==> config.mk <==
export PLATFORM = sky130hd
export DESIGN_NAME = uart_tx_mmio
export DESIGN_NICKNAME = d
export VERILOG_FILES = /design/src/rtl/uart_pkg.sv /design/src/rtl/tx_fifo.sv /design/src/rtl/uart_tx_mmio.sv
export SDC_FILE = /design/constraint.sdc
export NUM_CORES = 1
export LEC_CHECK = 0
export CAP_MARGIN = 20
export CORE_UTILIZATION = 55
export CTS_BUF_LIST = sky130_fd_sc_hd__clkbuf_16
export DETAILED_ROUTE_END_ITERATION = 8
export PLACE_DENSITY = 0.8
export SKIP_LAST_GASP = 1
export SYNTH_ARGS = -nofsm -noshare
export SYNTH_HDL_FRONTEND = slang
export SYNTH_SLANG_ARGS = --single-unit
==> constraint.sdc <==
create_clock -name clk -period 4.76 [get_ports clk]
set_clock_uncertainty 0.15 [all_clocks]
set_input_delay 1.19 -clock clk [delete_from_list [all_inputs] [get_ports clk]]
set_output_delay 1.19 -clock clk [all_outputs]
set_load 0.02 [all_outputs]
==> src/rtl/uart_pkg.sv <==
// rtl/uart_pkg.sv - register offsets, STATUS bit layout and serializer states
// UART_TX_PARITY_EN adds the PARITY state to tx_state_t.
package uart_pkg;

    localparam logic [2:0] TXDATA_OFS = 3'd0;
    localparam logic [2:0] STATUS_OFS = 3'd4;

    localparam int STAT_BUSY    = 0;
    localparam int STAT_FULL    = 1;
    localparam int STAT_EMPTY   = 2;
    localparam int STAT_OVF     = 3;
    localparam int STAT_CNT_LSB = 4;
    localparam int STAT_CNT_W   = 9;

    typedef enum logic [2:0] {
        ST_IDLE   = 3'd0,
        ST_START  = 3'd1,
        ST_DATA   = 3'd2,
`ifdef UART_TX_PARITY_EN
        ST_PARITY = 3'd3,
`endif
        ST_STOP   = 3'd4
    } tx_state_t;

endpackage

==> src/rtl/tx_fifo.sv <==
// rtl/tx_fifo.sv - byte FIFO, first-word fall-through read data
// A push on a full FIFO is still accepted when a pop frees the slot on the same edge.
module tx_fifo #(
    parameter int DEPTH = 16
) (
    input  logic                     clk,
    input  logic                     rst,
    input  logic                     i_push,
    input  logic                     i_pop,
    input  logic [7:0]               i_data,
    output logic [7:0]               o_data,
    output logic                     o_full,
    output logic                     o_empty,
    output logic [$clog2(DEPTH):0]   o_count
);

    localparam int AW = $clog2(DEPTH);
    localparam int CW = AW + 1;

    logic [7:0]    r_mem [DEPTH];
    logic [AW-1:0] r_wr_ptr;
    logic [AW-1:0] r_rd_ptr;
    logic [CW-1:0] r_count;
    logic          w_push;
    logic          w_pop;

    assign o_full  = (r_count == CW'(DEPTH));
    assign o_empty = (r_count == '0);
    assign o_count = r_count;
    assign o_data  = r_mem[r_rd_ptr];

    assign w_pop  = i_pop && !o_empty;
    assign w_push = i_push && (!o_full || w_pop);

    always_ff @(posedge clk) begin
        if (rst) begin
            r_wr_ptr <= '0;
            r_rd_ptr <= '0;
            r_count  <= '0;
        end else begin
            if (w_push) r_wr_ptr <= r_wr_ptr + AW'(1);
            if (w_pop)  r_rd_ptr <= r_rd_ptr + AW'(1);
            case ({w_push, w_pop})
                2'b10:   r_count <= r_count + CW'(1);
                2'b01:   r_count <= r_count - CW'(1);
                default: r_count <= r_count;
            endcase
        end
    end

    always_ff @(posedge clk) begin
        if (w_push) r_mem[r_wr_ptr] <= i_data;
    end

endmodule

==> src/rtl/uart_tx_mmio.sv <==
// rtl/uart_tx_mmio.sv - memory-mapped 8N1 UART transmitter with TX FIFO and STATUS register
// Defining UART_TX_PARITY_EN inserts an even-parity bit between data and stop.
module uart_tx_mmio
    import uart_pkg::*;
#(
    parameter int          CLKS_PER_BIT = 868,
    parameter int          FIFO_DEPTH   = 16,
    parameter logic [31:0] BASE_ADDR    = 32'h0000_F000
) (
    input  logic        clk,
    input  logic        rst,
    input  logic        we,
    input  logic [31:0] mem_address,
    input  logic [31:0] w_data,
    output logic [31:0] r_data,
    output logic        sel,
    output logic        tx
);

    localparam int BW = $clog2(CLKS_PER_BIT);
    localparam int CW = $clog2(FIFO_DEPTH) + 1;

    logic          w_sel;
    logic [2:0]    w_ofs;
    logic          w_push_req;
    logic          w_stat_wr;
    logic          w_pop;
    logic [7:0]    w_fifo_data;
    logic          w_full;
    logic          w_empty;
    logic [CW-1:0] w_count;
    logic [31:0]   w_status;
    logic          w_unused;

    tx_state_t     r_state;
    tx_state_t     w_state_nxt;
    logic [BW-1:0] r_baud;
    logic          w_baud_last;
    logic [2:0]    r_bit_idx;
    logic [2:0]    w_bit_idx_nxt;
    logic [7:0]    r_byte;
    logic          r_tx;
    logic          w_tx_nxt;
    logic          r_overflow;

    assign w_sel      = (mem_address[31:3] == BASE_ADDR[31:3]);
    assign w_ofs      = {mem_address[2], 2'b00};
    assign w_push_req = we && w_sel && (w_ofs == TXDATA_OFS);
    assign w_stat_wr  = we && w_sel && (w_ofs == STATUS_OFS);
    assign w_unused   = ^{w_data[31:8], mem_address[1:0]};

    assign sel = w_sel;
    assign tx  = r_tx;

    tx_fifo #(.DEPTH(FIFO_DEPTH)) u_fifo (
        .clk     (clk),
        .rst     (rst),
        .i_push  (w_push_req),
        .i_pop   (w_pop),
        .i_data  (w_data[7:0]),
        .o_data  (w_fifo_data),
        .o_full  (w_full),
        .o_empty (w_empty),
        .o_count (w_count)
    );

    always_comb begin
        w_status                                = '0;
        w_status[STAT_BUSY]                     = (r_state != ST_IDLE);
        w_status[STAT_FULL]                     = w_full;
        w_status[STAT_EMPTY]                    = w_empty;
        w_status[STAT_OVF]                      = r_overflow;
        w_status[STAT_CNT_LSB +: STAT_CNT_W]    = STAT_CNT_W'(w_count);
        r_data = (w_sel && (w_ofs == STATUS_OFS)) ? w_status : 32'h0;
    end

    // A dropped byte only counts as overflow when no pop frees a slot on this edge.
    always_ff @(posedge clk) begin
        if (rst) begin
            r_overflow <= 1'b0;
        end else if (w_stat_wr) begin
            r_overflow <= 1'b0;
        end else if (w_push_req && w_full && !w_pop) begin
            r_overflow <= 1'b1;
        end
    end

    assign w_baud_last = (r_baud == BW'(CLKS_PER_BIT - 1));

    always_comb begin
        w_state_nxt   = r_state;
        w_bit_idx_nxt = r_bit_idx;
        w_pop         = 1'b0;
        w_tx_nxt      = 1'b1;
        case (r_state)
            ST_IDLE: begin
                if (!w_empty) begin
                    w_pop       = 1'b1;
                    w_state_nxt = ST_START;
                end
            end
            ST_START: begin
                if (w_baud_last) begin
                    w_state_nxt   = ST_DATA;
                    w_bit_idx_nxt = 3'd0;
                end
            end
            ST_DATA: begin
                if (w_baud_last) begin
                    w_bit_idx_nxt = r_bit_idx + 3'd1;
                    if (r_bit_idx == 3'd7) begin
`ifdef UART_TX_PARITY_EN
                        w_state_nxt = ST_PARITY;
`else
                        w_state_nxt = ST_STOP;
`endif
                    end
                end
            end
`ifdef UART_TX_PARITY_EN
            ST_PARITY: begin
                if (w_baud_last) w_state_nxt = ST_STOP;
            end
`endif
            ST_STOP: begin
                if (w_baud_last) begin
                    if (!w_empty) begin
                        w_pop       = 1'b1;
                        w_state_nxt = ST_START;
                    end else begin
                        w_state_nxt = ST_IDLE;
                    end
                end
            end
            default: w_state_nxt = ST_IDLE;
        endcase

        // tx is registered, so it is derived from where the FSM is going.
        case (w_state_nxt)
            ST_START:  w_tx_nxt = 1'b0;
            ST_DATA:   w_tx_nxt = r_byte[w_bit_idx_nxt];
`ifdef UART_TX_PARITY_EN
            ST_PARITY: w_tx_nxt = ^r_byte;
`endif
            default:   w_tx_nxt = 1'b1;
        endcase
    end

    always_ff @(posedge clk) begin
        if (rst) begin
            r_state   <= ST_IDLE;
            r_baud    <= '0;
            r_bit_idx <= '0;
            r_byte    <= '0;
            r_tx      <= 1'b1;
        end else begin
            r_state   <= w_state_nxt;
            r_bit_idx <= w_bit_idx_nxt;
            r_tx      <= w_tx_nxt;
            if (w_pop) r_byte <= w_fifo_data;
            if ((w_state_nxt != r_state) || w_baud_last || (r_state == ST_IDLE)) begin
                r_baud <= '0;
            end else begin
                r_baud <= r_baud + BW'(1);
            end
        end
    end

endmodule

==> flow_summary.yaml, run 1 <==
logic_synthesis:
  synth-seq-cells: 167
  ys_warn_count: 0
  ys_async_sr_fraction: 0
  yosysUniqueCellTypes: 58
  synth_top_area_cell: "edfxtp_1"
  synth_edf_count: 128
  synth_seq_area_share: 0.635
  synth_top_area_share: 0.528
  syn_area_mm2: 0.00728
  yosys-top-cells-area: "edfxtp_1 (53%), mux4_2 (12%), dfxtp_1 (11%)"
  syn_inst: 466
  syn_avg_cell_area_um2: 15.6
  ys.flop_type: "edfxtp_1"
worst_setup_path:
  slowest_delay_ps: 630
  critPathRequiredTime_ps: 3420
  worstSetupPathType: "input pin to output pin"
  critPathArrivalTime_ps: 3240
  crit_fanout: 3
  cpMaxStageDelayCell: "clkdlybuf4s50_1"
  crit_chain: "clkdlybuf4s50_1, nor4b_1, nand4_1, nor2_1, and2_1, a21boi_0, clkdlybuf4s50_1"
  crit_family: "buffers and inverters"
  end_kind: "output pin"
  reg2reg_depth: 15
  r2r_slack_ps: 1120
  critPathMostFrequentCell: "clkdlybuf4s50_1"
  start_kind: "input pin"
  path_buf_inv: 2
  crit_cells: 7
sta:
  final.period_utilization: 0.962
  post-route-min-period_ps: 4580
  maxSlewViolCount: 0
  finalHoldViolCount: 0
  rsz0062_at_grt: "no"
  setup_viol: 0
  worstMarginPinSlew_ps: 946
  relSlewSlack: 0.369
  finalSetupTns_ps: 0
  fmaxAchievable_mhz: 218
hold_path:
  whs_path_depth: 1
  hp-class: "flip-flop to flip-flop"
floorplanning:
  start_util: 0.570
  die_h_um: 117
  rows: 41
  die_w_um: 117
  io_pins: 101
  die_area_mm2: 0.0137
  core-area_mm2: 0.0128
power_and_ir_drop:
  p_leak_uw: 0.00286
  irDropWorstVdd_v: 0.000270
  power_density_mw_per_mm2: 368
  finalPower_uw: 3110
placed_design:
  gp_congestion: 0.809
  io_buffers: 51
  hpwlAfterDp_um: 8890
  place_area_mm2: 0.00782
  dp.cells: 671
grt:
  track_usage: 0.221
  grt_max_degree: 36
  gr-total-overflow: 0
  grt_pass1_wl_um: 21300
  antenna_found_initial: 0
  grt_pass1_vias: 4024
clocking:
  cts_tree: "yes"
  postCtsSetupRepairBufs: 0
  cts.path.max_buffers: 2
  path_clk_slew_ps: 60
  cts-root-buf: "clkbuf_16"
  cts_buffers: 17
  cts.sinks: 167
  ctsHoldBuffers: 0
  clock_latency_ps: 430
  htreeDepth: 4
  cts_resized: 0
drt:
  ant_nets: 0
  vias: 3953
  routedWlPerCell_um: 19.6
  drt_first_pass_iters: 4
  drtIter0Drc: 335
  postRouteWirelength_um: 13800
  viasPerCell: 5.63
  drc_errors: 0
cells_and_area:
  final_nets: 599
  syn2layout_area_growth_pct: 16.0
  fin_util: 0.661
  fill_cells: 840
  n_antenna_cell: 0
  drive_gt1_frac: 0.168
  final_cell_area_mm2: 0.00845
  final-instance-count-excl-fill: 702
run:
  drv_cap: 0
status:
  outcome: "finished clean"
==> sequential cells by signal (all words and copies together) (netlist names) <==
| signal | count |
|---|---|
| r_bit_idx | 3 |
| u_fifo.o_count | 5 |
| u_fifo.r_wr_ptr | 4 |
| u_fifo.r_rd_ptr | 4 |
| r_baud | 10 |
| r_overflow | 1 |
| tx | 1 |
| r_state | 3 |
| r_byte | 8 |
| u_fifo.r_mem | 128 |
==> power breakdown <==
| part | internal, uW | leakage (uW) | switching (uW) |
|---|---|---|---|
| logic | 30.4 | 0.00110 | 40.1 |
| registers | 1570 | 0.00146 | 0.00000537 |
| clock network | 922 | 0.000300 | 549 |
==> worst reg2reg max path: stages (launching register included) <==
cell      delay [ps]
dfxtp_1          330
ha_1             280
nor3b_4          190
a31oi_1          360
o211ai_1         190
and4b_1          260
inv_1             60
ha_1             210
inv_1            100
fa_1             390
nor2b_1          160
o21ai_0          120
and3_1           210
nor3_1           260
xnor2_1          160
nor2_1            60
==> layer usage <==
metal	GRT usage	share of wire	vias up
li1	-	-	1828
met1	0.262	0.40	1974
met2	0.389	0.53	127
met3	0.0474	0.050	24
met4	0.0979	0.020	0
met5	0	0	-
==> cell families after synthesis <==
family                     count (synthesis)  share of synthesized area
muxes                                     56                      0.147
AOI/OAI and AO/OA                         26                     0.0247
and+or+nand+nor                          129                     0.0988
other                                      1                   0.000515
xor gates and xnor gates                  15                     0.0180
DFF                                      167                      0.635
buffers and inverters                     58                     0.0512
adders and majority gates                 14                     0.0251
==> final timing paths <==
| check | from | to |
|---|---|---|
| worst max-delay path | mem_address[7] | r_data[0] |
| worst min register to register | r_baud[0]$_SDFF_PP0_ | r_baud[0]$_SDFF_PP0_ |
| worst min-delay path | r_baud[0]$_SDFF_PP0_ | r_baud[0]$_SDFF_PP0_ |
| worst max register to register | r_baud[0]$_SDFF_PP0_ | u_fifo.o_count[4]$_SDFFE_PP0P_ |
==> Yosys cell counts (all sizes together) (2+ instances only) <==
| master | count |
|---|---|
| o21ai | 3 |
| buf | 32 |
| and2 | 7 |
| and3b | 2 |
| a21oi | 9 |
| mux2 | 3 |
| a21o | 2 |
| nand2 | 8 |
| clkbuf | 13 |
| xnor2 | 5 |
| nor3 | 6 |
| nor3b | 3 |
| and3 | 26 |
| mux4 | 40 |
| nor2 | 44 |
| ha | 13 |
| mux2i | 13 |
| o211ai | 2 |
| xor2 | 10 |
| a21boi | 2 |
| nand4 | 6 |
| nor2b | 8 |
| a2111o | 2 |
| nor4 | 5 |
| dfxtp | 39 |
| edfxtp | 128 |
| nand3 | 4 |
| and4b | 2 |
| inv | 12 |
==> layout by cell type, fill, tap and decap left out, drive strengths merged, types with 2 or more instances in the layout <==
master,netlist,final
mux4,40,40
nor2b,8,8
edfxtp,128,128
a21o,2,2
nor3,6,6
clkdlybuf4s50,0,51
xnor2,5,5
mux2,3,3
nor4,5,5
a2111o,2,2
clkinv,0,6
conb,1,23
and4b,2,2
and3b,2,2
and3,26,26
nor2,44,44
bufinv,0,5
nand2,8,8
nand3,4,4
o21ai,3,3
xor2,10,10
nand4,6,6
inv,12,12
clkinvlp,0,3
o211ai,2,2
a21boi,2,2
dfxtp,39,39
and2,7,7
nor3b,3,3
a21oi,9,9
mux2i,13,13
ha,13,13
buf,32,6
clkbuf,13,17
==> through the flow <==
step / worst slack, ps / hold WS [ps]
floorplan: 527 / 276
global placement: 179 / 293
detailed placement: 120 / 306
CTS: 114 / 320
global route: 23.5 / 358
finish: 180 / 315
==> final cells by class <==
class / instances / area [um2] / share of cell area
Multi-Input combinational cell: 263 / 2370 / 0.281
Inverter: 12 / 45.0 / 0.00533
Sequential cell: 167 / 4630 / 0.548
Timing Repair Buffer: 57 / 556 / 0.0657
Tap cell: 172 / 215 / 0.0255
Clock inverter: 14 / 208 / 0.0246
Clock buffer: 17 / 425 / 0.0503
(Power assumes the default switching activity.)
==> run 2, diff against run 1 <==
Settings changed: CORE_UTILIZATION 55 to 49, CTS_CLUSTER_DIAMETER from default to 50, PLACE_DENSITY 0.8 to 0.76.
Clock period 4.76 ns to 3.96 ns, I/O delays scaled along.
==> run 2 against run 1 <==
Clock-buffer cell count unchanged. Clock power about the same. Sequential share of layout area decreased by 0.13 points. Combinational power increased by 21%. Largest power group unchanged. First-iteration DRC count decreased by 5.1%.
==> flow_summary.yaml, run 2 (synthesized netlist as in run 1, its figures left out) <==
worst_setup_path:
  critPathRequiredTime_ps: 2820
  crit_chain: "clkdlybuf4s50_1, nor4b_2, nand4_1, nor2_2, and2_1, a21boi_0, clkdlybuf4s15_1"
  critPathArrivalTime_ps: 2680
  start_kind: "input pin"
  end_kind: "output pin"
  cpMaxStageDelayCell: "clkdlybuf4s50_1"
  worstSetupPathType: "input pin to output pin"
  slowest_delay_ps: 410
  crit_fanout: 3
cells_and_area:
  n_antenna_cell: 0
  register_area_mm2: 0.00463
  reg.largest.list: "u_fifo.r_mem: 128 flops, r_baud: 10 flops, r_byte: 8 flops"
  drive_gt1_frac: 0.193
  largest_reg_flops: 128
  layout_common_cells: "edfxtp_1 (128), nor2_1 (43), clkdlybuf4s50_1 (41), mux4_2 (40), dfxtp_1 (38)"
  multi_input_area_mm2: 0.00238
  syn2layout_area_growth_pct: 16.3
  largest-register: "u_fifo.r_mem"
  fill_cells: 1091
  final_cell_area_mm2: 0.00847
  fin_util: 0.583
  final_nets: 613
  final_common_cell: "edfxtp_1"
grt:
  grt_max_degree: 36
  antenna_found_initial: 0
  gr-total-overflow: 0
  track_usage: 0.195
  grt_pass1_vias: 4071
  grt_pass1_wl_um: 21300
run:
  drv_cap: 0
status:
  outcome: "finished clean"
sta:
  rsz0062_at_grt: "no"
  hold_ws_ps: 313
  fmaxAchievable_mhz: 262
  maxSlewViolCount: 0
  final.period_utilization: 0.965
  relSlewSlack: 0.570
  worstMarginPinSlew_ps: 645
  finalHoldViolCount: 0
  post-route-min-period_ps: 3820
  setup_viol: 0
clocking:
  path_clk_slew_ps: 60
  ctsHoldBuffers: 0
  cts.path.max_buffers: 2
  cts.sinks: 167
  cts-root-buf: "clkbuf_16"
  cts_buffers: 17
  cts_tree: "yes"
  htreeDepth: 4
  clock_latency_ps: 430
power_and_ir_drop:
  p_leak_uw: 0.00294
  finalPower_uw: 3450
  power_density_mw_per_mm2: 408
  irDropWorstVdd_v: 0.000387
drt:
  vias: 4020
  drc_errors: 0
  postRouteWirelength_um: 13500
  routedWlPerCell_um: 18.6
  drt_first_pass_iters: 5
  drtIter0Drc: 318
  ant_nets: 0
  viasPerCell: 5.52
floorplanning:
  io_pins: 101
  core-area_mm2: 0.0145
  die_h_um: 124
  die_w_um: 124
  die_area_mm2: 0.0154
  start_util: 0.501
  rows: 44
placed_design:
  hpwlAfterDp_um: 9050
  gp_congestion: 0.802
  io_buffers: 51
  place_area_mm2: 0.00794
hold_path:
  hp-class: "flip-flop to flip-flop"
run 2: cell types whose count changed in the layout (fill, tap and decap cells not counted), moves of 2 or more:
cell / change
inv_6: +4
bufinv_16: -5
clkdlybuf4s50_1: -10
clkdlybuf4s15_1: +2
buf_4: +14
dlygate4sd2_1: +7
run 2: power breakdown:
group          switching [uW]  total (uW)  internal (uW)  leakage [uW]
registers          0.00000606        1880           1880       0.00146
clock network             685        1490            802      0.000253
logic                    48.7        85.4           36.7       0.00123
run 2: critical path, delay by kind of cell:
family | cells | cell delay (ps)
AO/OA/AOI/OAI | 1 | 170
buffers and inverters | 2 | 730
AND/OR/NAND/NOR | 4 | 770
run 2: stage by stage:
stage               setup TNS, ps  cells  setup slack (ps)
detailed placement          -2420    697              -307
CTS                             0    728              29.5
finish                          0    728               140
global placement            -1970    697              -225
floorplan                       0    488              80.5
global route                    0    728              4.65
run 2: layer usage:
| layer | global-route usage | share of wire | vias up |
|---|---|---|---|
| met2 | 0.328 | 0.51 | 150 |
| met3 | 0.0472 | 0.069 | 21 |
| met4 | 0.0774 | 0.016 | 0 |
| met5 | 0 | 0 | - |
| met1 | 0.244 | 0.41 | 1986 |
| li1 | - | - | 1863 |
run 2: final timing paths:
kind / from / to / slack, ps / cells after the start
setup / recovery: mem_address[7] / r_data[0] / 140 / 7
hold reg to reg: r_baud[0]$_SDFF_PP0_ / r_baud[0]$_SDFF_PP0_ / 310 / 1
setup reg to reg: r_baud[0]$_SDFF_PP0_ / u_fifo.o_count[4]$_SDFFE_PP0P_ / 490 / 15
hold / removal: r_baud[0]$_SDFF_PP0_ / r_baud[0]$_SDFF_PP0_ / 310 / 1
run 2: layout make-up:
type / count / share of cell area
Multi-Input combinational cell: 263 / 0.282
Inverter: 12 / 0.00532
Timing Repair Buffer: 71 / 0.0773
Clock inverter: 14 / 0.0121
Clock buffer: 17 / 0.0502
Tap cell: 184 / 0.0272
Sequential cell: 167 / 0.546
run 2: what timing repair did:
item,4_1_cts,5_1_grt
gates resized for setup,10,5
endpoints found under the setup margin,10,4
setup buffers,0,0
==> edit 1, RTL diff (config.mk and constraints of run 2) <==
Change the package constant `STAT_CNT_LSB` from 4 to 3.
--- a/src/rtl/uart_pkg.sv
+++ b/src/rtl/uart_pkg.sv
@@ -9,7 +9,7 @@
     localparam int STAT_FULL    = 1;
     localparam int STAT_EMPTY   = 2;
     localparam int STAT_OVF     = 3;
-    localparam int STAT_CNT_LSB = 4;
+    localparam int STAT_CNT_LSB = 3;
     localparam int STAT_CNT_W   = 9;
 
     typedef enum logic [2:0] {
Check against the original RTL: not equivalent (a bounded check fails within 4 cycles, from zero or initial values and one cycle with rst high).
==> edit 1 against run 2 <==
Synthesized area fell by 1.8%; total power rose by 6.9%; critical path depth did not move; sequential cell count fell by 1; synthesized cell count fell by 1.1%; cell area rose by 0.47%; via count rose by 1.3%; fmax rose by 0.14%; highest routed layer unchanged; largest cell class unchanged; die area fell by 1.8%; first-iteration DRC count rose by 7.2%; routed wire length barely moved; worst setup slack improved by 5.4 ps; non-clock buffer count rose by 5; global-route usage fell by 0.062 points.
==> edit 1: results (changes against run 2) <==
Area after DPL 7880 um2 (-0.71%); Final #Nets 614 (+0.16%); Total GRT Usage 19.4% (-0.062 points); CP arrival 2670 ps (about the same); number of synthesized flops with an enable pin 128 (unchanged); I/O Buffers 50 (-2.0%); syn_area_per_cell 15.5 um2 (-0.77%); Worst Hold Class reg2reg; Worst path slowest cell clkdlybuf4s50_1; largest net degree at the start of global routing 36 (unchanged); Synth Area in Adders 2.56% (+0.047 points); maximum fanout along the worst path 4 (+1); sequential area share after synthesis 64.4% (+0.91 points); Synth Area in Compound Gates 3.47% (+0.99 points); via count 4074 (+1.3%); H-tree levels 4 (unchanged); mux share of post-synthesis cell area 14.2% (-0.48 points); Lkg Pwr 2.85 nW (-3.1%); vias in the first global route 4017 (-1.3%); final RePlAce weighted congestion 0.803 (+0.24%); Skew-Pair Late Insertion Delay 430 ps (about the same); Sw Share 19.6% (-1.6 points); ratio of cells with drive above 1 in the final layout 20.6% (+1.2 points); initial antenna violation count 0 (unchanged); Bufs on Longest Clock Path 2 (unchanged); drt pass-1 iters 4 (-1); Synth warnings 0 (unchanged); Inst Count DP 694 (-0.43%); largest registers u_fifo.r_mem (128), r_baud (10), r_byte (8); Avg WL per Cell 18.7 um (+0.48%); Synth area leader edfxtp_1; dpl ws -281 ps (+25.7 ps); status completed; Layout Cells excl Fill 725 (-0.41%); total CTS buffers 17 (unchanged); Netlist cell types 51 (-12%); family with the most delay on the worst path buffers and inverters; share of synthesized registers carrying an async set or reset 0% (unchanged); relative max-transition margin 49.4% (-7.6 points); clock slew at reported path FFs 60 ps (about the same); Worst path max stage delay 420 ps; number of DRC markers in iteration 0 341 (+7.2%); FILL cells 996 (-8.7%); Commonest cells post-synth 128 x edfxtp_1, 40 x mux4_2, 40 x nor2_1; global-route wire length before repair 20900 um (-1.8%); Setup Fix Bufs, Post-CTS 0 (unchanged); post-DP HPWL 9060 um (about the same); Root Buffer Master clkbuf_16; xor/xnor cell area share of the yosys netlist 1.84% (+0.034 points); Synth area leaders edfxtp_1 54%, mux4_2 13%, dfxtp_1 11%, buf_4 2.6%, ha_1 2.3%; Worst VDD drop 479 uV (+24%)
[edit 1: cell count changes after synthesis, sizes merged, moves of 4 or more]
cell | run 2 | this run
mux2i | 13 | 8
a21oi | 9 | 16
nor2 | 44 | 40
and3 | 26 | 9
clkbuf | 13 | 8
nor4 | 5 | 10
and2 | 7 | 3
buf | 32 | 38
nor3 | 6 | 15
[edit 1: final cells by class]
cell class                      count  area [um2]  area share [%]
Tap cell                          180         225            2.65
Timing Repair Buffer               76         693            8.15
Clock inverter                     14         198            2.32
Multi-Input combinational cell    256        2300            27.0
Inverter                           16        60.1           0.706
Sequential cell                   166        4610            54.1
Clock buffer                       17         425            5.00
[edit 1: final timing paths]
check	from	to	slack [ps]	cells past startpoint
worst max register to register	r_baud[0]	u_fifo.o_count[4]	430	16
worst max-delay path	mem_address[4]	r_data[6]	150	7
worst min register to register	r_byte[5]	r_byte[5]	360	2
worst min-delay path	r_byte[5]	r_byte[5]	360	2
[edit 1: logic make-up after synthesis]
family | after synthesis
other | 1
flip-flops | 166
adder cells (fa/ha/maj) | 14
multiplexers | 51
AO/OA/AOI/OAI | 36
XOR/XNOR | 15
buffers and inverters | 62
AND/OR/NAND/NOR | 116
[edit 1: routing by layer]
layer,wire length [um],track usage (%),vias up
met4,170,6.55,0
li1,-,-,1856
met5,0,0,-
met3,1000,6.04,15
met1,5420,24.1,2037
met2,6930,32.3,166
[edit 1: power groups by stage]
stage	Clock, W	Sequential (W)	Combinational [W]
after floorplan	0	0.00191	0.0000443
after global placement	0	0.00191	0.0000827
after detailed placement	0	0.00191	0.0000854
after CTS	0.00176	0.00187	0.0000857
after global routing	0.00183	0.00187	0.0000952
final	0.00173	0.00187	0.0000871
[edit 1: timing repair]
item	4_1_cts	5_1_grt
gates cloned	0	0
endpoints found under the setup margin	9	8
resized for setup	9	12
==> edit 2, RTL diff (settings of run 2) <==
Made on the original files. Encoding of `tx_state_t`: now one-hot (4 bits for 4 states).
--- a/src/rtl/uart_pkg.sv
+++ b/src/rtl/uart_pkg.sv
@@ -12,14 +12,14 @@
     localparam int STAT_CNT_LSB = 4;
     localparam int STAT_CNT_W   = 9;
 
-    typedef enum logic [2:0] {
-        ST_IDLE   = 3'd0,
-        ST_START  = 3'd1,
-        ST_DATA   = 3'd2,
+    typedef enum logic [3:0] {
+        ST_IDLE   = 4'b0001,
+        ST_START  = 4'b0010,
+        ST_DATA   = 4'b0100,
 `ifdef UART_TX_PARITY_EN
         ST_PARITY = 3'd3,
 `endif
-        ST_STOP   = 3'd4
+        ST_STOP   = 4'b1000
     } tx_state_t;
 
 endpackage
Behaviour: same outputs for any inputs over 10 cycles, from zero or initial values and one cycle with rst high; not proved beyond that.
==> edit 2 against run 2 <==
The run now ends with DRC left; cell area grew 3.5%; total power increased by 0.34%; synthesized area increased by 2.5%; final cell count is 4.7% higher; sequential cell count is 1 higher; sequential share of layout area fell by 1.6 points; register-to-register slack improved by 100 ps; routed wire length increased by 9.6%; non-clock buffer count up 8; worst setup slack lost 49 ps; utilization grew 1.4 points; critical path depth unchanged; critical endpoint is now r_data[3].
==> edit 2: results (changes against run 2) <==
Avg WL per Cell 19.5 um (+4.8%); top_reg_cell synth edfxtp_1; via density per instance 5.62 (+1.7%); Area after DPL 8220 um2 (+3.6%); PostCTS Resize Cnt 12 (+2); DR WL met3 694 um (-25%); CP endpoint r_data[3]; # DRC 15 (+15); worst r2r src r_state[3]; Worst path max stage delay 450 ps (+40 ps); largest registers u_fifo.r_mem (128), r_baud (10), r_byte (8); Reg2Reg Setup Slack 590 ps (+100 ps); post-DP HPWL 9840 um (+8.7%); total CTS buffers 17 (unchanged); Inst Count DP 730 (+4.7%); Worst VDD drop 449 uV (+16%); Worst Hold Depth 1 (unchanged); M1 WL 6340 um (+16%); GR Util met3 5.31% (+0.59 points); Total GRT Usage 20.0% (+0.50 points); Synth warnings 0 (unchanged); Netlist cell types 59 (+1.7%); most frequent cell after synthesis edfxtp_1; FILL cells 1083 (-0.73%); failing checks DRC; Synth area leaders edfxtp_1 51%, mux4_2 12%, dfxtp_1 11%, buf_4 2.8%, nor2_1 2.5%; Min Hold Slack 349 ps (+35.9 ps); sequential area share after synthesis 62.2% (-1.3 points); maximum fanout along the worst path 7 (+4); Final #Nets 648 (+5.7%); status complete, but fails checks; number of DRC markers in iteration 0 317 (-0.31%); Tmin final 3870 ps (+49.0 ps); drt pass-1 iters 6 (+1); vias in the first global route 4318 (+6.1%); global-route wire length before repair 23300 um (+9.5%); Skew-Pair Late Insertion Delay 420 ps; final RePlAce weighted congestion 0.804 (+0.25%); met1 GRT Util 24.8% (+0.42 points); family with the most delay on the worst path buffers and inverters; Worst Hold Class reg2reg; Post-Route WL 14800 um (+9.6%); ratio of cells with drive above 1 in the final layout 21.3% (+2.0 points); Commonest cells post-synth 128 x edfxtp_1, 50 x nor2_1, 40 x dfxtp_1, 40 x mux4_2, 28 x buf_4; cell count after synthesis 494 (+6.0%); worst setup path start mem_address[12]; FF-to-FF path depth 13 (-2); dpl ws -347 ps (-40.7 ps); Lkg Pwr 2.98 nW (+1.2%); worst slew pin tran 761 ps (+116 ps); Psw 0.000733 W (-0.14%); I/O Buffers 51 (unchanged); CP arrival 2730 ps (+50 ps); met2 WL 7650 um (+11%); met2 usage 34.7% (+1.9 points)
## edit 2: cell type report
class,count,area (um2),share of cell area (%)
repair buffers,79,734,8.38
multi-input cells,288,2580,29.4
clock inverters,13,101,1.16
flip-flops and latches,168,4650,53.0
clock buffers,17,425,4.85
well taps,184,230,2.63
inverters,13,48.8,0.557
## edit 2: cells by family after synthesis
group	after synthesis	synth area share (%)
adders and majority gates	14	2.45
xor gates and xnor gates	18	2.21
buffers and inverters	60	4.89
other	1	0.0502
AOI/OAI and AO/OA	34	3.12
DFF	168	62.2
muxes	50	13.4
and+or+nand+nor	149	11.7
## edit 2: power groups by stage
stage          Combinational (W)  Sequential, W  Clock [W]
2_1_floorplan          0.0000426        0.00193          0
4_1_cts                0.0000881        0.00189    0.00151
3_5_place_dp           0.0000864        0.00193          0
6_report               0.0000890        0.00189    0.00149
3_3_place_gp           0.0000827        0.00193          0
5_1_grt                0.0000949        0.00189    0.00158
